[config.mk]
export PLATFORM = sky130hd
export DESIGN_NAME = packet_filter
export DESIGN_NICKNAME = d
export VERILOG_FILES = /design/src/rtl/packet_filter_pkg.sv /design/src/rtl/packet_filter_fifo.sv /design/src/rtl/packet_filter.sv
export SDC_FILE = /design/constraint.sdc
export NUM_CORES = 1
export LEC_CHECK = 0
export ABC_AREA = 1
export BUFFER_PORTS_ARGS = -buffer_cell sky130_fd_sc_hd__buf_2
export CAP_MARGIN = 20
export CELL_PAD_IN_SITES_DETAIL_PLACEMENT = 0
export CELL_PAD_IN_SITES_GLOBAL_PLACEMENT = 1
export CORE_MARGIN = 2
export CORE_UTILIZATION = 41
export CTS_CLUSTER_DIAMETER = 60
export DETAILED_ROUTE_END_ITERATION = 6
export PLACE_DENSITY = 0.79
export SKIP_LAST_GASP = 1
export SLEW_MARGIN = 25
export SYNTH_ARGS = -nofsm -noshare
export SYNTH_HDL_FRONTEND = slang
export SYNTH_HIERARCHICAL = 1
export SYNTH_SLANG_ARGS = --single-unit
[constraint.sdc]
create_clock -name clk_host -period 8.9 [get_ports clk_host]
set_input_delay 0 -clock clk_host [delete_from_list [all_inputs] [get_ports clk_host]]
set_output_delay 0 -clock clk_host [all_outputs]
set_load 0.03 [all_outputs]
[src/rtl/packet_filter_pkg.sv]
// Shared types and constants for the packet filter slice.
// The FIFO entry control flags are a packed struct; the payload fields are appended at the top level.
package packet_filter_pkg;

   localparam int unsigned CNT_W = 16;

   typedef enum logic [1:0] {
      ST_IDLE,
      ST_PASS,
      ST_DROP,
      ST_TRUNC
   } pf_state_t;

   typedef struct packed {
      logic sop;
      logic eop;
      logic err;
   } pf_ctrl_t;

   localparam int unsigned CTRL_W = $bits(pf_ctrl_t);

endpackage

[src/rtl/packet_filter_fifo.sv]
// Synchronous FIFO with a registered free-entry count; guarded against overflow and underflow.
module packet_filter_fifo #(
   parameter int unsigned WIDTH = 8,
   parameter int unsigned DEPTH = 8
) (
   input  logic                     clk_host,
   input  logic                     rst_n,
   input  logic                     i_wr_en,
   input  logic [WIDTH-1:0]         i_wr_data,
   input  logic                     i_rd_en,
   output logic [WIDTH-1:0]         o_rd_data,
   output logic                     o_empty,
   output logic                     o_full,
   output logic [$clog2(DEPTH):0]   o_free
);

   localparam int unsigned AW = $clog2(DEPTH);

   logic [WIDTH-1:0] r_mem [DEPTH];
   logic [AW-1:0]    r_wr_ptr;
   logic [AW-1:0]    r_rd_ptr;
   logic [AW:0]      r_free;
   logic             w_wr;
   logic             w_rd;

   assign o_free    = r_free;
   assign o_full    = (r_free == '0);
   assign o_empty   = (r_free == (AW+1)'(DEPTH));
   assign w_wr      = i_wr_en && !o_full;
   assign w_rd      = i_rd_en && !o_empty;
   assign o_rd_data = r_mem[r_rd_ptr];

   always_ff @(posedge clk_host) begin
      if (w_wr) r_mem[r_wr_ptr] <= i_wr_data;
   end

   always_ff @(posedge clk_host) begin
      if (!rst_n) begin
         r_wr_ptr <= '0;
         r_rd_ptr <= '0;
         r_free   <= (AW+1)'(DEPTH);
      end else begin
         if (w_wr) r_wr_ptr <= r_wr_ptr + 1'b1;
         if (w_rd) r_rd_ptr <= r_rd_ptr + 1'b1;
         case ({w_wr, w_rd})
            2'b10:   r_free <= r_free - 1'b1;
            2'b01:   r_free <= r_free + 1'b1;
            default: r_free <= r_free;
         endcase
      end
   end

endmodule

[src/rtl/packet_filter.sv]
// Header-match packet filter feeding an output FIFO; truncates packets that overrun the FIFO.
// Packet counters are built only when PACKET_FILTER_STATS_EN is defined.
module packet_filter
   import packet_filter_pkg::*;
#(
   parameter int unsigned WIDTH_DATA_BYTES  = 8,
   parameter int unsigned WIDTH_HDR_A_BYTES = 6,
   parameter int unsigned WIDTH_HDR_B_BYTES = 4,
   parameter int unsigned FIFO_DEPTH        = 8
) (
   input  logic                            clk_host,
   input  logic                            rst_n,
   input  logic                            bus_in_valid,
   input  logic                            bus_in_sop,
   input  logic                            bus_in_eop,
   input  logic [WIDTH_DATA_BYTES-1:0]     bus_in_byteen,
   input  logic [8*WIDTH_DATA_BYTES-1:0]   bus_in_data,
   input  logic [8*WIDTH_HDR_A_BYTES-1:0]  headerA,
   input  logic [8*WIDTH_HDR_B_BYTES-1:0]  headerB,
   input  logic                            cfg_filter_en,
   input  logic [8*WIDTH_HDR_A_BYTES-1:0]  cfg_match_a,
   input  logic [8*WIDTH_HDR_A_BYTES-1:0]  cfg_mask_a,
   input  logic                            bus_out_ready,
   output logic                            bus_out_valid,
   output logic                            bus_out_sop,
   output logic                            bus_out_eop,
   output logic                            bus_out_err,
   output logic [WIDTH_DATA_BYTES-1:0]     bus_out_byteen,
   output logic [8*WIDTH_DATA_BYTES-1:0]   bus_out_data,
   output logic [8*WIDTH_HDR_B_BYTES-1:0]  bus_out_hdr_b,
   output logic [CNT_W-1:0]                stat_pass_cnt,
   output logic [CNT_W-1:0]                stat_drop_cnt,
   output logic [CNT_W-1:0]                stat_trunc_cnt
);

   localparam int unsigned DB = 8*WIDTH_DATA_BYTES;
   localparam int unsigned HB = 8*WIDTH_HDR_B_BYTES;
   localparam int unsigned EW = CTRL_W + WIDTH_DATA_BYTES + DB + HB;
   localparam int unsigned FW = $clog2(FIFO_DEPTH) + 1;

   pf_state_t        r_state, w_next;
   logic [HB-1:0]    r_hdr_b;
   logic             w_match;
   logic             w_wr_en, w_wr_eop, w_wr_err;
   logic             w_pass_inc, w_drop_inc, w_trunc_inc;
   pf_ctrl_t         w_wr_ctrl, w_rd_ctrl;
   logic [HB-1:0]    w_wr_hdr;
   logic [EW-1:0]    w_wr_data, w_rd_data;
   logic             w_empty, w_full;
   logic [FW-1:0]    w_free;

   assign w_match = !cfg_filter_en || (((headerA ^ cfg_match_a) & cfg_mask_a) == '0);

   always_ff @(posedge clk_host) begin
      if (!rst_n) begin
         r_state <= ST_IDLE;
         r_hdr_b <= '0;
      end else begin
         r_state <= w_next;
         if (bus_in_valid && bus_in_sop) r_hdr_b <= headerB;
      end
   end

   // Any sop restarts admission regardless of state; free is the registered count, so a
   // same-cycle pop is deliberately not credited.
   always_comb begin
      w_next      = r_state;
      w_wr_en     = 1'b0;
      w_wr_eop    = bus_in_eop;
      w_wr_err    = 1'b0;
      w_pass_inc  = 1'b0;
      w_drop_inc  = 1'b0;
      w_trunc_inc = 1'b0;
      if (bus_in_valid) begin
         if (bus_in_sop) begin
            if (w_match && (w_free >= FW'(2))) begin
               w_wr_en    = 1'b1;
               w_pass_inc = 1'b1;
               w_next     = bus_in_eop ? ST_IDLE : ST_PASS;
            end else begin
               w_drop_inc = 1'b1;
               w_next     = bus_in_eop ? ST_IDLE : ST_DROP;
            end
         end else begin
            case (r_state)
               ST_PASS: begin
                  w_wr_en = !w_full;
                  if ((w_free == FW'(1)) && !bus_in_eop) begin
                     w_wr_eop    = 1'b1;
                     w_wr_err    = 1'b1;
                     w_trunc_inc = 1'b1;
                     w_next      = ST_TRUNC;
                  end else if (bus_in_eop) begin
                     w_next = ST_IDLE;
                  end
               end
               ST_DROP, ST_TRUNC: begin
                  if (bus_in_eop) w_next = ST_IDLE;
               end
               default: ;
            endcase
         end
      end
   end

   assign w_wr_ctrl = '{sop: bus_in_sop, eop: w_wr_eop, err: w_wr_err};
   assign w_wr_hdr  = bus_in_sop ? headerB : r_hdr_b;
   assign w_wr_data = {w_wr_ctrl, bus_in_byteen, bus_in_data, w_wr_hdr};

   packet_filter_fifo #(
      .WIDTH (EW),
      .DEPTH (FIFO_DEPTH)
   ) u_fifo (
      .clk_host  (clk_host),
      .rst_n     (rst_n),
      .i_wr_en   (w_wr_en),
      .i_wr_data (w_wr_data),
      .i_rd_en   (bus_out_ready),
      .o_rd_data (w_rd_data),
      .o_empty   (w_empty),
      .o_full    (w_full),
      .o_free    (w_free)
   );

   assign w_rd_ctrl      = pf_ctrl_t'(w_rd_data[EW-1 -: CTRL_W]);
   assign bus_out_valid  = !w_empty;
   assign bus_out_sop    = bus_out_valid && w_rd_ctrl.sop;
   assign bus_out_eop    = bus_out_valid && w_rd_ctrl.eop;
   assign bus_out_err    = bus_out_valid && w_rd_ctrl.err;
   assign bus_out_byteen = bus_out_valid ? w_rd_data[HB+DB +: WIDTH_DATA_BYTES] : '0;
   assign bus_out_data   = bus_out_valid ? w_rd_data[HB +: DB] : '0;
   assign bus_out_hdr_b  = bus_out_valid ? w_rd_data[HB-1:0] : '0;

`ifdef PACKET_FILTER_STATS_EN
   logic [CNT_W-1:0] r_pass_cnt, r_drop_cnt, r_trunc_cnt;

   always_ff @(posedge clk_host) begin
      if (!rst_n) begin
         r_pass_cnt  <= '0;
         r_drop_cnt  <= '0;
         r_trunc_cnt <= '0;
      end else begin
         if (w_pass_inc  && (r_pass_cnt  != '1)) r_pass_cnt  <= r_pass_cnt  + 1'b1;
         if (w_drop_inc  && (r_drop_cnt  != '1)) r_drop_cnt  <= r_drop_cnt  + 1'b1;
         if (w_trunc_inc && (r_trunc_cnt != '1)) r_trunc_cnt <= r_trunc_cnt + 1'b1;
      end
   end

   assign stat_pass_cnt  = r_pass_cnt;
   assign stat_drop_cnt  = r_drop_cnt;
   assign stat_trunc_cnt = r_trunc_cnt;
`else
   logic w_unused_stats;
   assign w_unused_stats = w_pass_inc ^ w_drop_inc ^ w_trunc_inc;
   assign stat_pass_cnt  = '0;
   assign stat_drop_cnt  = '0;
   assign stat_trunc_cnt = '0;
`endif

endmodule
==> metrics.txt, run 1 <==
GR Util All Layers=0.190; clk slew on worst S/H paths=0.06 ns; initial antenna violation count=4; row count=116; # H-tree levels=3; Reg2Reg Setup Slack=5.41 ns; Post-DRT Antenna Nets=0; drt pass-1 iters=5; Worst EP required=8.90 ns; P per Cell Area=272 mW/mm^2; critical path class=register to output pin; Slew Limit Fails=0; Max Cap Violations=0; crit path launch type=register; HP Start=bus_in_data[10]; IO Port Bufs=362; slew margin rel.=0.319; Final #Nets=5,289; wire per inst=15.5 um; first-pass GRT wire length=153,000 um; Root Driver=clkbuf_16; DR iter-0 viols=2,015; RePlAce Congestion=0.818; Finish-stage setup viols=0; total wire length=99,400 um; die area=0.104 mm^2; clock latency on the worst-skew pair=0.67 ns; Initial Utilization=0.413; CP Data Arrival Time=4.10 ns; Vias/cell=4.55; Mapped Cells=4,577; WHS Endpoint=u_fifo/r_mem[5][42]; Die H=322 um; leak pwr=21.5 nW; I/O pin cnt=411; TritonCTS Buffers=103; worst-path fanout max=89; Highest Clock Rate=244 MHz; Non-Filler Instances=6,411; RSZ-0062 raised after global routing=false; CTS Sinks=903; worst-margin pin slew=1.02 ns; placed cells=6,077; Syn-to-layout area delta=17.2%; synthesized area=0.0414 mm^2; post-DP HPWL=53,600 um; Peak supply drop=207 uV; Tcrit/Tclk final=0.461; Fillers=9,401; die width=322 um; Synth Warn #=6; DRC violation count after routing=0; total grt overflow=0; Fin. Hold Viols=0; utilization after layout=0.485; vias post-DR=29,100; vias in the first global route=27,100; Worst setup EP type=output pin; worst-case reg-to-reg path depth=7; Hold Path Cell Cnt=2; status=complete, no violations; total chip power=13.2 mW; syn avg cell area=9.04 um^2; area of the multi-input gates=0.0110 mm^2; FF+latch count, synth=903; Hold WC Path Type=input pin to register; total area of sequential cells=0.0267 mm^2; clock skew=0.0135 ns; share of cells above drive strength 1=0.109; Place WS=5.08 ns; Yosys cell types=27; Final WS setup=4.80 ns; Core Box Area=0.100 mm^2; CTS tree=built; Seq/Total Area, Yosys=0.644; Setup Fix Bufs, Post-CTS=0; crit path time final=4.10 ns; largest net degree at the start of global routing=182; RR Endpoint=u_fifo/r_mem[6][27]; Critical R2R Launch=u_fifo/o_free[0]; Max clock buf depth=3
-- cell usage after synthesis, drive strengths merged --
cell type / number / area [um^2]
nor2: 997 / 3740
a21oi: 44 / 224
o22ai: 1 / 6.26
dfxtp: 47 / 941
or2: 12 / 75.1
nand2: 1572 / 5900
buf: 210 / 1410
edfxtp: 856 / 25700
nand3: 58 / 295
nor3: 5 / 25.0
fa: 1 / 20.0
o21ai: 70 / 350
xor2: 2 / 17.5
ha: 5 / 62.6
clkbuf: 31 / 116
inv: 665 / 2500
conb: 1 / 3.75
-- cell usage in the layout, fill, tap and decap left out, types with 6 or more instances in the layout --
| master | synthesis | routed |
|---|---|---|
| clkbuf_16 | 0 | 104 |
| nand3_1 | 57 | 57 |
| o21ai_1 | 0 | 14 |
| inv_6 | 0 | 9 |
| clkinv_2 | 0 | 12 |
| edfxtp_1 | 856 | 856 |
| or2_1 | 8 | 8 |
| buf_12 | 0 | 6 |
| conb_1 | 1 | 48 |
| inv_1 | 663 | 662 |
| buf_2 | 76 | 362 |
| clkinv_1 | 0 | 24 |
| buf_4 | 90 | 29 |
| nand2_1 | 1571 | 1570 |
| o21ai_0 | 70 | 56 |
| dfxtp_1 | 47 | 44 |
| clkbuf_1 | 31 | 26 |
| dlygate4sd3_1 | 0 | 142 |
| nor2_1 | 996 | 992 |
| a21oi_1 | 43 | 43 |
-- how the worst max path moves through the flow --
stage                         start             endpoint  cells after the start
floorplan           cfg_match_a[31]   u_fifo/r_mem[7][0]                     12
global placement    cfg_match_a[13]  u_fifo/r_mem[4][70]                     14
detailed placement  cfg_match_a[13]  u_fifo/r_mem[4][70]                     14
CTS                        register     bus_out_hdr_b[2]                     11
global route               register     bus_out_hdr_b[2]                     11
finish                     register     bus_out_hdr_b[2]                     11
-- sequential cells by signal, summed over array words and instances, names as in the netlist, named ones only --
register / cells
r_hdr_b: 32
r_state: 2
u_fifo/o_free: 4
u_fifo/r_mem: 856
u_fifo/r_rd_ptr: 3
u_fifo/r_wr_ptr: 3
-- power breakdown --
part	internal [mW]	switching, mW	total, mW
clock	2.31	1.69	4.00
combinational	1.22	3.11	4.33
sequential	4.75	0.106	4.85
total	8.27	4.91	13.2
-- per-stage QoR --
step / area, um^2 / hold WS [ns] / setup TNS [ns]
after floorplan: 41600 / 0.0989 / -78.85
after global placement: 43900 / 0.266 / 0
after detailed placement: 43900 / 0.272 / 0
after CTS: 48500 / 0.0902 / 0
after global routing: 48500 / 0.122 / 0
final: 48500 / 0.138 / 0
-- timing repair --
item | CTS | global route
gates resized for setup | 0 | 0
setup endpoints to repair | 0 | 0
endpoints found under the hold margin | 763 | 0
hold buffers | 142 | 0
-- routing by layer --
metal / routed length, um / vias to the layer above / part of all wire / global-route usage
met1: 46200 / 13500 / 0.46 / 0.261
met5: 30 / - / 0.00030 / 0
met3: 4580 / 142 / 0.046 / 0.0289
li1: - / 14900 / - / -
met4: 1950 / 4 / 0.020 / 0.0460
met2: 46600 / 658 / 0.47 / 0.317
-- worst max-delay path: stages, from the launching register on --
cell	delay (ns)
dfxtp_4	0.92
buf_4	0.63
buf_4	0.79
nor2_1	0.13
nor2_1	0.12
nand2_1	0.05
nand2_1	0.06
nand2_1	0.05
nand2_1	0.18
inv_1	0.07
nor2_1	0.09
buf_2	0.21
-- final cells by class --
class / instances / area share
repair buffers: 540 / 0.0741
multi-input cells: 2815 / 0.226
flip-flops and latches: 903 / 0.549
clock buffers: 131 / 0.0559
clock inverters: 57 / 0.00969
diodes: 2 / 0.000103
well taps: 1298 / 0.0335
inverters: 665 / 0.0517
-- cell families after synthesis --
family,share of synthesized area
and+or+nand+nor,0.243
buffers and inverters,0.0971
DFF,0.644
AOI/OAI and AO/OA,0.0140
adders and majority gates,0.00199
xor gates and xnor gates,0.000423
other,0.0000906
Note: power is estimated with default switching activity, not from simulation.
==> run 2: changes to the inputs <==
--- a/config.mk
+++ b/config.mk
@@ -11,10 +11,10 @@
 export CELL_PAD_IN_SITES_DETAIL_PLACEMENT = 0
 export CELL_PAD_IN_SITES_GLOBAL_PLACEMENT = 1
 export CORE_MARGIN = 2
-export CORE_UTILIZATION = 41
+export CORE_UTILIZATION = 46
 export CTS_CLUSTER_DIAMETER = 60
 export DETAILED_ROUTE_END_ITERATION = 6
-export PLACE_DENSITY = 0.79
+export PLACE_DENSITY = 0.84
 export SKIP_LAST_GASP = 1
 export SLEW_MARGIN = 25
 export SYNTH_ARGS = -nofsm -noshare
==> constraint.sdc (replaced) <==
create_clock -name clk_host -period 3.8 [get_ports clk_host]
set_input_delay 0 -clock clk_host [delete_from_list [all_inputs] [get_ports clk_host]]
set_output_delay 0 -clock clk_host [all_outputs]
set_load 0.03 [all_outputs]
==> metrics.txt, run 2 (synthesis results as in run 1) <==
Worst setup EP type=output pin; crit path time final=2.92 ns; total wire length=94,500 um; I/O pin cnt=411; P per Cell Area=642 mW/mm^2; Fin. Hold Viols=0; first-pass GRT wire length=149,000 um; share of cells above drive strength 1=0.114; crit path launch type=register; Peak supply drop=588 uV; TritonCTS Buffers=101; drt pass-1 iters=5; largest net degree at the start of global routing=163; most common cell after layout, fill and taps aside=nand2_1; initial antenna violation count=1; CP cell instances=buf_12, buf_12, nor2_1, nor2_1, nand2_1, nand2_1, nand2_1, nand2_1, inv_1, nor2_1, buf_2; Syn-to-layout area delta=18.1%; Tcrit/Tclk final=0.767; vias in the first global route=27,600; Max Cap Violations=0; Slew Limit Fails=0; Root Driver=clkbuf_16; Place WS=0.971 ns; setup TNS=0 ns; Max clock buf depth=3; leak pwr=21.8 nW; CTS tree=built; Core Box Area=0.0896 mm^2; critical path class=register to output pin; die width=304 um; Hold WS=0.161 ns; DR iter-0 viols=1,921; total grt overflow=0; clk slew on worst S/H paths=0.06 ns; most frequent cells in the layout=nand2_1 (1,568), nor2_1 (992), edfxtp_1 (856); CP Data Arrival Time=2.92 ns; clock latency on the worst-skew pair=0.65 ns; post_cts resized=0; max FFs per register=856; slew margin rel.=0.326; post-DP HPWL=52,100 um; Finish-stage setup viols=0; Hold WC Path Type=input pin to register; Final WS setup=0.884 ns; clock skew=0.0202 ns; die area=0.0924 mm^2; RePlAce Congestion=0.849; cell family contributing the most delay on the critical path=buffers and inverters; row count=110; Reg with most FFs=u_fifo/r_mem; Reg2Reg Setup Slack=1.26 ns; IO Port Bufs=362; CTS Sinks=903; hold_buf cts=140; # H-tree levels=3; Worst EP required=3.80 ns; Vias/cell=4.59; vias post-DR=28,900; cell mode on critical path=nand2_1; status=complete, no violations; DRC violation count after routing=0; GR Util All Layers=0.204; Highest Clock Rate=343 MHz; RSZ-0062 raised after global routing=false; worst-margin pin slew=1.00 ns; Initial Utilization=0.462; Post-DRT Antenna Nets=0; Setup Fix Bufs, Post-CTS=0; Final #Nets=5,292; worst-path fanout max=69; slowest CP cell=dfxtp_4; Buffers & Inverters on Critical Path=4; Critical Path Max Stage Delay=0.73 ns; Die H=304 um; wire per inst=15.0 um
[run 2: metrics by stage]
| step | instance area (um^2) | std cells | power [mW] | util |
|---|---|---|---|---|
| 6_report | 48900 | 6294 | 31.4 | 0.545 |
| 5_1_grt | 48900 | 6293 | 33.4 | 0.545 |
| 4_1_cts | 48900 | 6293 | 31.7 | 0.545 |
| 3_5_place_dp | 44100 | 5964 | 21.8 | 0.492 |
| 3_3_place_gp | 44100 | 5964 | 21.7 | 0.492 |
| 2_1_floorplan | 41700 | 4624 | 19.2 | - |
[run 2: area by class of cell]
cell class                      instances  area, um^2
Tap cell                             1176        1470
Antenna cell                            1        2.50
Inverter                              665        2510
Clock buffer                          119        2640
Multi-Input combinational cell       2815       11000
Sequential cell                       903       26700
Fill cell                            7967       40700
Timing Repair Buffer                  545        3840
Clock inverter                         70         744
[run 2: report_power, final]
group          internal (mW)  leakage (nW)  switching [mW]
combinational           2.97          12.0            7.37
clock                   5.82          1.64            3.96
sequential              11.1          8.13           0.142
[run 2: path summary, 6_finish.rpt]
path,startpoint,endpoint,cells past startpoint
worst min register to register,r_hdr_b[29],r_hdr_b[29],2
worst min-delay path,bus_in_data[3],u_fifo/r_mem[5][35],2
worst max register to register,u_fifo/o_free[1],u_fifo/r_mem[6][12],7
worst max-delay path,register,bus_out_hdr_b[26],11
[run 2: routing by layer]
metal  routed length, um  GRT usage  up-vias
met5                   0          0        -
met4                1670     0.0515        0
met3                4500     0.0285      117
met2               45300      0.350      608
met1               43100      0.273    13300
li1                    -          -    14900
[run 2: worst reg2reg max path: cells and delay by family, from the launching register on]
| kind | cells | cell delay, ns |
|---|---|---|
| simple gates | 4 | 1.09 |
| compound gates | 1 | 0.21 |
| flops | 1 | 0.42 |
| buf+inv | 2 | 0.45 |
